`src/rtl/hp_mul_result_queue_if.sv`:
```
`default_nettype none
// ============================================================================
// Module      : hp_mul_result_queue_if
// Description : Handshake, result and counter bundle for hp_mul_result_queue.
//               The slave modport is the queue side. The master modport is the
//               side that drives the upstream producer and downstream consumer.
// Revision    : 1.0 - initial release
// ============================================================================
interface hp_mul_result_queue_if #(
    parameter int DEPTH = 4,
    parameter int CNT_W = 16
);
    localparam int c_LVL_W = $clog2(DEPTH) + 1;

    // upstream side
    logic               in_valid;
    logic               in_ready;
    logic [15:0]        in_product;
    logic [1:0]         in_ex_flag;
    // downstream side
    logic               out_valid;
    logic               out_ready;
    logic [15:0]        out_result;
    logic [1:0]         out_flag;
    // status / counters
    logic [c_LVL_W-1:0] level;
    logic               clear_counts;
    logic [CNT_W-1:0]   of_count;
    logic [CNT_W-1:0]   uf_count;
    logic [CNT_W-1:0]   nan_count;

    modport slave (
        input  in_valid, in_product, in_ex_flag, out_ready, clear_counts,
        output in_ready, out_valid, out_result, out_flag, level,
               of_count, uf_count, nan_count
    );

    modport master (
        output in_valid, in_product, in_ex_flag, out_ready, clear_counts,
        input  in_ready, out_valid, out_result, out_flag, level,
               of_count, uf_count, nan_count
    );
endinterface
`default_nettype wire

```
`src/rtl/hp_mul_result_queue.sv`:
```
`default_nettype none
// ============================================================================
// Module      : hp_mul_result_queue
// Description : Output queue for hp_multiplier results. It rewrites exception
//               results into canonical half-precision encodings at write time,
//               buffers DEPTH entries in a first-word-fall-through FIFO, and
//               keeps saturating per-class exception counters.
//               Macro HP_RQ_FIXUP_EN enables the exception fixup. When the
//               macro is undefined, products are stored unchanged.
// Revision    : 1.0 - initial release
// ============================================================================
module hp_mul_result_queue #(
    parameter int DEPTH = 4,
    parameter int CNT_W = 16
) (
    input  wire logic              clk,
    input  wire logic              rst,
    hp_mul_result_queue_if.slave   bus
);
    localparam int                  c_ADDR_W = $clog2(DEPTH);
    localparam int                  c_LVL_W  = c_ADDR_W + 1;
    localparam logic [c_LVL_W-1:0]  c_FULL   = c_LVL_W'(DEPTH);
    localparam logic [c_ADDR_W-1:0] c_PTR1   = c_ADDR_W'(1);
    localparam logic [CNT_W-1:0]    c_CNT1   = CNT_W'(1);

    logic [17:0]         r_mem [DEPTH];
    logic [c_ADDR_W-1:0] r_wr_ptr;
    logic [c_ADDR_W-1:0] r_rd_ptr;
    logic [c_LVL_W-1:0]  r_level;
    logic [CNT_W-1:0]    r_of_cnt;
    logic [CNT_W-1:0]    r_uf_cnt;
    logic [CNT_W-1:0]    r_nan_cnt;

    logic                w_in_ready;
    logic                w_out_valid;
    logic                w_push;
    logic                w_pop;
    logic [15:0]         w_fixed;
    logic [17:0]         w_head;

    // in_ready is derived from state and reset only, never from out_ready
    assign w_in_ready  = !rst && (r_level != c_FULL);
    assign w_out_valid = (r_level != '0);
    assign w_push      = bus.in_valid && w_in_ready;
    assign w_pop       = w_out_valid && bus.out_ready;
    assign w_head      = r_mem[r_rd_ptr];

    assign bus.in_ready   = w_in_ready;
    assign bus.out_valid  = w_out_valid;
    assign bus.out_result = w_out_valid ? w_head[15:0]  : 16'h0000;
    assign bus.out_flag   = w_out_valid ? w_head[17:16] : 2'b00;
    assign bus.level      = r_level;
    assign bus.of_count   = r_of_cnt;
    assign bus.uf_count   = r_uf_cnt;
    assign bus.nan_count  = r_nan_cnt;

    // Rewrite exception products into canonical encodings before storage
    always_comb begin
        w_fixed = bus.in_product;
`ifdef HP_RQ_FIXUP_EN
        case (bus.in_ex_flag)
            2'b01:   w_fixed = {bus.in_product[15], 5'h1F, 10'h000};
            2'b10:   w_fixed = {bus.in_product[15], 15'h0000};
            2'b11:   w_fixed = 16'h7E00;
            default: w_fixed = bus.in_product;
        endcase
`endif
    end

    // Storage array. It has no reset because stale slots are never visible.
    always_ff @(posedge clk) begin
        if (w_push) begin
            r_mem[r_wr_ptr] <= {bus.in_ex_flag, w_fixed};
        end
    end

    // Pointers wrap naturally because DEPTH is a power of two
    always_ff @(posedge clk) begin
        if (rst) begin
            r_wr_ptr <= '0;
            r_rd_ptr <= '0;
        end else begin
            if (w_push) r_wr_ptr <= r_wr_ptr + c_PTR1;
            if (w_pop)  r_rd_ptr <= r_rd_ptr + c_PTR1;
        end
    end

    // Occupancy holds when a push and a pop happen in the same cycle
    always_ff @(posedge clk) begin
        if (rst) begin
            r_level <= '0;
        end else begin
            case ({w_push, w_pop})
                2'b10:   r_level <= r_level + c_LVL_W'(1);
                2'b01:   r_level <= r_level - c_LVL_W'(1);
                default: r_level <= r_level;
            endcase
        end
    end

    // Saturating exception counters. A clear overrides a same-cycle event.
    always_ff @(posedge clk) begin
        if (rst || bus.clear_counts) begin
            r_of_cnt  <= '0;
            r_uf_cnt  <= '0;
            r_nan_cnt <= '0;
        end else if (w_push) begin
            if (bus.in_ex_flag == 2'b01 && r_of_cnt != '1)
                r_of_cnt <= r_of_cnt + c_CNT1;
            if (bus.in_ex_flag == 2'b10 && r_uf_cnt != '1)
                r_uf_cnt <= r_uf_cnt + c_CNT1;
            if (bus.in_ex_flag == 2'b11 && r_nan_cnt != '1)
                r_nan_cnt <= r_nan_cnt + c_CNT1;
        end
    end
endmodule
`default_nettype wire

```
`src/flat_wrapper.sv`:
```
// flat-port wrapper written by rule: the top's interface ports become plain ports
module hp_mul_result_queue_flat 
#(
    parameter int DEPTH = 4,
    parameter int CNT_W = 16
)
  (clk, rst, bus_in_valid, bus_in_product, bus_in_ex_flag, bus_out_ready, bus_clear_counts, bus_in_ready, bus_out_valid, bus_out_result, bus_out_flag, bus_level, bus_of_count, bus_uf_count, bus_nan_count);
  hp_mul_result_queue_if #(.DEPTH(DEPTH), .CNT_W(CNT_W)) bus_i ();
  input  wire logic clk;
  input  wire logic rst;
  input wire logic [$bits(bus_i.in_valid)-1:0] bus_in_valid;
  input wire logic [$bits(bus_i.in_product)-1:0] bus_in_product;
  input wire logic [$bits(bus_i.in_ex_flag)-1:0] bus_in_ex_flag;
  input wire logic [$bits(bus_i.out_ready)-1:0] bus_out_ready;
  input wire logic [$bits(bus_i.clear_counts)-1:0] bus_clear_counts;
  output wire logic [$bits(bus_i.in_ready)-1:0] bus_in_ready;
  output wire logic [$bits(bus_i.out_valid)-1:0] bus_out_valid;
  output wire logic [$bits(bus_i.out_result)-1:0] bus_out_result;
  output wire logic [$bits(bus_i.out_flag)-1:0] bus_out_flag;
  output wire logic [$bits(bus_i.level)-1:0] bus_level;
  output wire logic [$bits(bus_i.of_count)-1:0] bus_of_count;
  output wire logic [$bits(bus_i.uf_count)-1:0] bus_uf_count;
  output wire logic [$bits(bus_i.nan_count)-1:0] bus_nan_count;
  assign bus_i.in_valid = bus_in_valid;
  assign bus_i.in_product = bus_in_product;
  assign bus_i.in_ex_flag = bus_in_ex_flag;
  assign bus_i.out_ready = bus_out_ready;
  assign bus_i.clear_counts = bus_clear_counts;
  assign bus_in_ready = bus_i.in_ready;
  assign bus_out_valid = bus_i.out_valid;
  assign bus_out_result = bus_i.out_result;
  assign bus_out_flag = bus_i.out_flag;
  assign bus_level = bus_i.level;
  assign bus_of_count = bus_i.of_count;
  assign bus_uf_count = bus_i.uf_count;
  assign bus_nan_count = bus_i.nan_count;
  hp_mul_result_queue #(.DEPTH(DEPTH), .CNT_W(CNT_W)) u_core (.clk(clk), .rst(rst), .bus(bus_i));
endmodule
```
`config.mk`:
```
export PLATFORM = sky130hd
export DESIGN_NAME = hp_mul_result_queue_flat
export DESIGN_NICKNAME = d
export VERILOG_FILES = /design/src/rtl/hp_mul_result_queue_if.sv /design/src/rtl/hp_mul_result_queue.sv /design/src/flat_wrapper.sv
export SDC_FILE = /design/constraint.sdc
export NUM_CORES = 1
export LEC_CHECK = 0
export BUFFER_PORTS_ARGS = -buffer_cell sky130_fd_sc_hd__buf_2
export CORE_MARGIN = 3
export CORE_UTILIZATION = 45
export CTS_CLUSTER_DIAMETER = 50
export CTS_CLUSTER_SIZE = 20
export DETAILED_ROUTE_END_ITERATION = 6
export PLACE_DENSITY = 0.66
export REMOVE_ABC_BUFFERS = 1
export SETUP_SLACK_MARGIN = 0.4
export SKIP_LAST_GASP = 1
export SLEW_MARGIN = 0
export SYNTH_ARGS = -nofsm -noshare
export SYNTH_HDL_FRONTEND = slang
export SYNTH_SLANG_ARGS = --single-unit
```
`constraint.sdc`:
```
create_clock -name clk -period 4.9 [get_ports clk]
set_input_delay 0 -clock clk [delete_from_list [all_inputs] [get_ports clk]]
set_output_delay 0 -clock clk [all_outputs]
set_load 0.02 [all_outputs]
```
==> results.md <==
- Die Span X: 117.2 um
- Max_slew headroom: 23.90%
- # diodes: 0
- Worst setup margin: 2.314 ns
- Worst path most repeated cell: or3_1
- Yosys reg bits: 129
- RSZ-0062 raised after global routing: false
- Metal-1 WL: 5195 um
- Worst skew pair latency: 0.41 ns
- WP data arrival: 2.93 ns
- Final Core Density: 59.17%
- Syn Inst Count: 452
- Post-synthesis xor/xnor area fraction: 6.292%
- CTS max path bufs: 2
- Max Used Layer: met4
- Max Fanout on Critical Path: 20
- GRT Total Usage: 17.95%
- Combinational family with the most area after synthesis: simple AND/OR/NAND/NOR gates
- Syn-to-layout area delta: 24.97%
- Nets: 602
- Final Max Tran Viols: 0
- Worst vdd ir: 0.2707 mV
- Cell Rows: 39
- Congestion Overflow GR: 0
- RD Place Congestion: 0.7984
- First-pass DRT Iterations: 5
- Slew @ Worst Pin: 1.132 ns
- Final wirelength: 11690 um
- Post-route design area: 6958 sq um
- Finish-stage setup viols: 0
- Final hold vios: 0
- Fin Setup TNS: 0 ns
- Via count: 3881
- H-tree levels: 4
- Inserted Clock Buffers: 17
- # clock sinks: 129
- Die height: 117.2 um
- Yosys top cell area share: 38.83%
- Crit path largest cell delay: 0.54 ns
- P_int: 2.188 mW
- Ys Warns: 0
- Drt wl/cell: 15.65 um
- Seq pwr share: 40.3%
- Die area: 13740 sq um
- Main synth FF type: edfxtp_1
- DP Wirelength: 7543 um
- Worst Hold Class: in2reg
- Slowest stage cell on the critical path: or3_1
- Core Box Area: 11760 sq um
- Post-Synth Adder-Cell Area: 2.157%
- Pin count of the biggest net entering global routing: 47
- Initial Utilization: 47.35%
- Post-Syn Area: 5568 sq um
- Clock root buffer: clkbuf_16
- Clock network fraction of total power: 40.0%
- Period minus WS final: 2.586 ns
- Met3 wire length: 740 um
- Post-synthesis simple-gate area fraction: 19.73%
- Cell Area, Placed: 6187 sq um
- Status: completed
- EDFF count, synth: 72
- Pwr Total: 3.034 mW
- Via density: 5.195
- Critical Path Source Type: flop
- Setup Skew: 0.003956 ns
- Initial antenna violation count: 0
- Post-DRT Antenna Nets: 0
- Clock edge transition at the registers on the reported setup and hold paths: 0.06 ns
- Worst endpoint required time: 5.25 ns
- Remaining DRCs: 0
- Most frequent cells in the layout: 93 x buf_2, 72 x edfxtp_1, 57 x dfxtp_1
- Pre-CTS setup slack: 2.275 ns
- Mux contribution to synthesized area: 7.640%
- Net Sw Frac: 27.87%
- Fin crit share: 52.78%
- # IOs: 94
- Achievable Freq: 0.3867 GHz
- CP Cell Sequence: or3_1 > and2_1 > ha_1 > inv_1 > fa_1 > xor2_1 > or3_1 > a21oi_1
- Layout cell share with drive strength beyond 1: 26.07%
- P per Cell Area: 436.0 nW/um^2
- Vias in the first global route: 3777
- Most common cell after layout, fill and taps aside: buf_2
- Post-synth cell types: 45
- Ys async rst share: 0%
- Complex-gate fraction of the synthesized area: 2.921%
- Logic pwr share: 19.7%
- Critical Path Sink Type: flop
- Avg Cell Area, Syn: 12.32 sq um
- CTS tree: done
- Fill count: 986
- Psw: 0.8455 mW
- Post-CTS Resized: 0
- Seq/Total Area, Yosys: 59.33%
- Area leader, netlist: edfxtp_1
- Quantity of I/O buffers inserted on ports: 93
- Setup Crit Path Kind: reg2reg
- P_leak: 2.487 nW
- Met2 wire len: 5664 um
- Global-route wire length before repair: 18710 um
- First-iteration detailed-routing DRC count: 226
- Max cap viols: 0
- Area contributors post-synth: edfxtp_1 39%, dfxtp_1 20%, mux4_2 7.3%
==> cell usage after synthesis, drive strengths merged (2+ instances only) <==
| library cell | instances |
|---|---|
| nor4 | 10 |
| buf | 5 |
| a21oi | 10 |
| and3 | 6 |
| and2 | 23 |
| dfxtp | 57 |
| xnor2 | 33 |
| a31oi | 2 |
| and4bb | 2 |
| nand2 | 25 |
| clkbuf | 11 |
| or3 | 8 |
| edfxtp | 72 |
| inv | 11 |
| nor2 | 54 |
| nor3b | 2 |
| nand4 | 16 |
| nand3 | 18 |
| o21ai | 10 |
| nor4b | 2 |
| mux2i | 2 |
| mux4 | 18 |
| ha | 8 |
| xor2 | 7 |
| and4 | 6 |
| nor3 | 20 |
==> cell type report <==
cell class,instances,area (sq um),share of cell area [%]
Multi-Input combinational cell,296,2157,31.00
Clock buffer,18,429.2,6.168
Tap cell,164,205.2,2.949
Inverter,11,41.29,0.5934
Sequential cell,129,3303,47.47
Clock inverter,14,141.4,2.032
Timing Repair Buffer,115,680.7,9.782
==> power groups by stage <==
| stage | Clock (mW) | Combinational, mW | Sequential, mW |
|---|---|---|---|
| finish | 1.21 | 0.597 | 1.22 |
| floorplan | 0 | 0.366 | 1.28 |
| global route | 1.29 | 0.667 | 1.23 |
| global placement | 0 | 0.588 | 1.24 |
| CTS | 1.24 | 0.614 | 1.22 |
| detailed placement | 0 | 0.599 | 1.24 |
==> flip-flops by register name (all words and copies together) (netlist names), named ones only <==
register              cells
u_core.r_wr_ptr           2
u_core.r_mem             72
u_core.bus.nan_count     16
u_core.r_rd_ptr           2
u_core.bus.uf_count      16
u_core.bus.of_count      16
u_core.bus.level          3
==> critical path, delay by kind of cell (launching register included) <==
family / cells / cell delay [ns]
fa+ha+maj: 2 / 0.58
compound gates: 1 / 0.15
flops: 1 / 0.41
buf+inv: 1 / 0.06
xor+xnor: 1 / 0.17
simple gates: 3 / 1.14
==> timing repair <==
item | 4_1_cts | 5_1_grt
hold buffers | 20 | 0
buffers inserted | 0 | 0
hold endpoints to repair | 83 | 0
==> through the flow <==
step,instances,hold slack (ns)
floorplan,436,0.06907
global placement,695,0.2140
detailed placement,695,0.2205
CTS,747,0.03913
global route,747,0.07217
finish,747,0.04422
==> metal layers <==
metal | vias up | GRT usage [%]
met5 | - | 0
met4 | 0 | 6.728
li1 | 1903 | -
met2 | 107 | 27.60
met1 | 1865 | 23.01
met3 | 6 | 7.044
==> cell families after synthesis <==
group | after synthesis
and+or+nand+nor | 199
adders and majority gates | 9
buffers and inverters | 27
xor gates and xnor gates | 40
AOI/OAI and AO/OA | 28
muxes | 20
DFF | 129
==> worst paths after layout <==
path / to / startpoint / cells after the start / slack, ns
worst max-delay path: u_core.bus.level[2] / u_core.bus.level[2] / 8 / 2.31
worst min-delay path: u_core.r_rd_ptr[0] / bus_out_ready / 4 / 0.04
worst max register to register: u_core.bus.level[2] / u_core.bus.level[2] / 8 / 2.31
worst min register to register: u_core.bus.uf_count[7] / u_core.bus.uf_count[7] / 2 / 0.51
Note: power is estimated with default switching activity, not from simulation.
